$ cat config.mk
export PLATFORM = sky130hd
export DESIGN_NAME = increment_decrement
export DESIGN_NICKNAME = d
export VERILOG_FILES = /design/src/rtl/increment_decrement.sv
export SDC_FILE = /design/constraint.sdc
export NUM_CORES = 1
export LEC_CHECK = 0
export CAP_MARGIN = 20
export CORE_MARGIN = 10
export CORE_UTILIZATION = 44
export DETAILED_ROUTE_END_ITERATION = 8
export GPL_ROUTABILITY_DRIVEN = 0
export GPL_TIMING_DRIVEN = 0
export HOLD_SLACK_MARGIN = 0.08
export PLACE_DENSITY = 0.81
export SYNTH_ARGS = -nofsm -noshare
export SYNTH_HDL_FRONTEND = slang
export SYNTH_SLANG_ARGS = --single-unit
$ cat constraint.sdc
create_clock -name clk -period 2.05 [get_ports clk]
set_input_delay 0.41 -clock clk [delete_from_list [all_inputs] [get_ports clk]]
set_output_delay 0.41 -clock clk [all_outputs]
set_load 0.01 [all_outputs]
$ cat src/rtl/increment_decrement.sv
// Loadable up/down counter: one WIDTH-bit register, parallel load has priority over
// the count direction, and it wraps modulo 2^WIDTH in both directions.
module increment_decrement #(
    parameter int unsigned WIDTH = 8
) (
    input  logic             clk,
    input  logic             clr,
    input  logic             ld,
    input  logic             mode,
    input  logic [WIDTH-1:0] d_in,
    output logic [WIDTH-1:0] count
);

    localparam logic [WIDTH-1:0] STEP = WIDTH'(1'b1);

    logic [WIDTH-1:0] count_q;
    logic [WIDTH-1:0] count_d;

    // Next-state selection: load first, otherwise step in the direction given by mode.
    always_comb begin
        count_d = count_q;
        if (ld) begin
            count_d = d_in;
        end else if (mode) begin
            count_d = count_q + STEP;
        end else begin
            count_d = count_q - STEP;
        end
    end

    // Counter register; clr clears it immediately, without waiting for a clock edge.
    always_ff @(posedge clk or negedge clr) begin
        if (!clr) begin
            count_q <= {WIDTH{1'b0}};
        end else begin
            count_q <= count_d;
        end
    end

    assign count = count_q;

endmodule

After elaboration in Yosys (flattened, before gate mapping)
Cells that the tools add are included.
Operators by class
  add/sub/neg operators: 2
  muxes and demuxes: 2
Operator list (number)
  8-bit two-way mux: 2
  8-bit by 1-bit adder with 8-bit output, second input constant: 1
  8-bit by 1-bit subtractor with 8-bit output, second input constant: 1
Word-level totals
  register bits: 8
  output and inout port bits: 8

Longest topological paths before layout
Gate-level depths: netlist (run 1).
  word-level depth: 3
  mapped depth: 6
  mapped depth without buffers: 6

Worst setup path before layout (run 1)
OpenSTA, ideal clock, no wires.
  path kind: input -> register
  start: input mode
  end: register count_q[7] (netlist: count[7])
  path slack: 0.314 ns
  data arrival time: 1.669 ns
  setup time: 0.067 ns
  required time: 1.983 ns
  cell stages on the path: 6
  path buffers: 0
  cells stage by stage: inv_1 ha_1 o21ai_2 o31a_1 a311oi_2 o221a_1
Between the ends
  cells in the longest elaborated chain, start to end: 2
RTL lines
  from (decl): RTL line 9  | input logic mode,
  8-bit two-way mux: RTL line 24  | end else if (mode) begin
  8-bit two-way mux: RTL line 22  | if (ld) begin
  net count_d[7]: RTL line 17  | logic [WIDTH-1:0] count_d;
  to (signal assigned): RTL line 34  | count_q <= {WIDTH{1'b0}};
  to (signal assigned): RTL line 36  | count_q <= count_d;
  to (decl): RTL line 16  | logic [WIDTH-1:0] count_q;
The timed path passes the listed nets, and every way through them passes these cells.

Final worst setup path (run 1)
Ends and elaborated chain as after synthesis.

==> results by group, run 1 <==
Setup path
  – Crit Path Max Fanout: 6
  – Worst setup SP type: primary input
  – CP Launch Point: mode
  – Worst Setup Path Type: in -> reg
  – RR Startpoint: count[1]
  – Critical Path RT: between 2000 and 2500 ps
  – Critical path arrival: between 1500 and 2000 ps
  – Crit. End Element: flop
  – Cells on worst reg2reg path: 5
  – Worst setup path end: count[7]
  – Reg2reg end: count[7]
  – R2R Setup Slk: roughly 410 ps

Placed design
  – DP Area: around 840 µm²
  – Port bufs: 18
  – Worst slack at placement: -333.6 ps
  – Hpwl dp: about 1300 µm

Clock tree
  – CTS Root Cell: clkbuf_4
  – Clock slew at reported path FFs: ~60 ps
  – Max Root-Sink Buffers: 2
  – CTS tree: yes
  – TritonCTS buffer count: 3
  – Htree depth: 1
  – Clk sink count: 8
  – Clock Latency Late Sink: about 270 ps

Yosys
  – Post-synthesis async set-or-reset flop share: 1.000
  – Ys flop type: dfrtp_1
  – Syn Inst Count: 67
  – Syn Area/Cell: roughly 9.5 µm²
  – EDFF count, synth: 0
  – Synth Cell Area: approximately 640 µm²
  – Distinct cells, synth: 34
  – Post-synth top area cell: dfrtp_1
  – Post-synth top area share: 0.3137
  – Largest cells by area after synthesis: dfrtp_1 31%, ha_1 12%, a211oi_1 4.7%
  – Ys Warns: 0
  – Seq/Total Area, Yosys: 0.3137
  – Synthesized Nets: 86
  – Post-synthesis register bit count: 8

Die
  – Die Y: between 50 and 60 µm
  – I/O Pins: 20
  – Core footprint: between 1000 and 1500 µm²
  – Die X-Extent: approximately 58 µm
  – Initial core utilization: 0.4784
  – DIE AREA: ~3400 µm²
  – Row count: 13

Timing
  – Setup ws final: 272.2 ps
  – Min Tclk post-route: 1778 ps
  – RSZ-0062 raised after global routing: false
  – Clock skew: roughly 3.7 ps
  – FMAX: around 560 MHz
  – Setup violators final: 0
  – Max-slew violation count: 0
  – Final Cycle Share: 0.8672
  – Post-Route Setup TNS: 0 ps
  – Endpoints failing hold: 0
  – Max_slew headroom: 0.7014
  – Min Hold Slack: about 430 ps
  – Slew @ Worst Pin: 447.9 ps

Drt
  – Drt pass-1 iters: 4
  – WL per Instance: approximately 18 µm
  – Final ANT Viol Nets: 0
  – DR iter-0 viols: 18
  – DR vias: 615
  – DRC viols: 0
  – WL final: 1856 µm
  – Via density: between 5 and 6

Global routing
  – Vias in the first global route: between 600 and 700
  – GRT Total Usage: 0.1029
  – Largest net degree at the start of global routing: 11
  – Antenna violations before repair: 0
  – Global-route wire length before repair: around 2700 µm
  – Grt total ovfl: 0

Cells and area
  – Fill cells: between 100 and 150
  – Final Cell Area: 965.9 µm²
  – Inserted Diodes: 0
  – Layout area overhead: 51.37%
  – Layout Nets: 110
  – Share of post-route cells with drive strength above 1: 0.2135
  – Largest register FFs: 8

Power and ir drop
  – Power Density: between 900 and 1000 nW/µm²
  – P_leak: between 0.0003 and 0.0004 µW
  – Highest ir drop seen on vdd: 0.4692 mV

Outcome
  – Status: finished, final reports clean

Job
  – Max-capacitance violation count: 0

Hold path
  – Hold Crit Class: in -> async
[stage by stage]
step	cells	total power, µW	utilization
6_report	104	960.7	0.7242
5_1_grt	104	1022	0.7242
4_1_cts	103	865.1	0.6445
3_5_place_dp	100	730.4	0.6276
3_3_place_gp	100	716.4	0.6276
2_1_floorplan	67	554.8	-
[worst min path at each step]
stage,start,end,slack (ps),cells past startpoint
finish,clr,count[6],430,1
global route,clr,count[6],460,1
CTS,clr,count[6],450,1
detailed placement,count[0],count[0],560,1
global placement,count[0],count[0],560,1
floorplan,clr,count[0],110,0
[where the power goes]
group	total [µW]	internal [µW]	leakage (µW)	switching, µW
Sequential	249	203	0.0000943	46.0
Combinational	575	316	0.000249	259
Clock	136	68.0	0.0000138	68.0
[cells in the final DEF, fill, tap and decap left out, types with 3 or more instances in the layout]
master and n:
dfrtp_1 8, clkdlybuf4s50_1 17, a211oi_2 4, o21ai_1 4, ha_4 5, o21ai_0 3, clkbuf_4 3, nand2_1 7
[routing by layer]
layer,track usage,up-vias,wire [µm]
met5,0,-,0
met4,0.08054,0,79
met3,0.03050,7,106
met2,0.1672,19,930
met1,0.1084,285,740
li1,-,304,-
[logic make-up after synthesis]
family,Yosys count,synth area share
compound gates,25,0.3020
xor+xnor,2,0.02746
fa+ha+maj,7,0.1490
buf+inv,5,0.02941
flops,8,0.3137
mux,1,0.01765
simple gates,19,0.1608
[worst max-delay path, stage by stage]
cell and delay (ps):
dlymetal6s2s_1 170, clkinvlp_4 150, buf_12 160, ha_4 300, o21ai_2 70, o31a_1 310, a311oi_2 230, o221a_1 190
[cell usage after synthesis, drive strengths merged (2+ instances only)]
cell and n:
a21o 2, nor2 2, o21bai 2, o21ai 8
inv 3, dfrtp 8, nand2 7, a211oi 5
clkbuf 2, xnor2 2, ha 6, nand4b 2
[final cells by class]
cell class / instances / area (µm²) / area share
plain buffers: 2 / 7.507 / 0.007772
flip-flops and latches: 8 / 200.2 / 0.2073
well taps: 15 / 18.77 / 0.01943
multi-input cells: 54 / 499.2 / 0.5168
clock buffers: 3 / 22.52 / 0.02332
repair buffers: 19 / 202.7 / 0.2098
inverters: 3 / 15.01 / 0.01554
[what timing repair did]
item,in CTS,in global routing
hold buffers,0,0
gates resized for setup,0,14
buffers inserted,0,1
endpoints found under the setup margin,2,4
gates cloned,0,0
pin swaps,0,1
hold endpoints to repair,0,0
Note: power is estimated with default switching activity, not from simulation.
==> run 2: changes to the inputs <==
--- a/config.mk
+++ b/config.mk
@@ -5,7 +5,6 @@
 export SDC_FILE = /design/constraint.sdc
 export NUM_CORES = 1
 export LEC_CHECK = 0
-export CAP_MARGIN = 20
 export CORE_MARGIN = 10
 export CORE_UTILIZATION = 44
 export DETAILED_ROUTE_END_ITERATION = 8
==> results of run 2 <==
No change in the layout: final DEF, timing and power equal those of run 1.
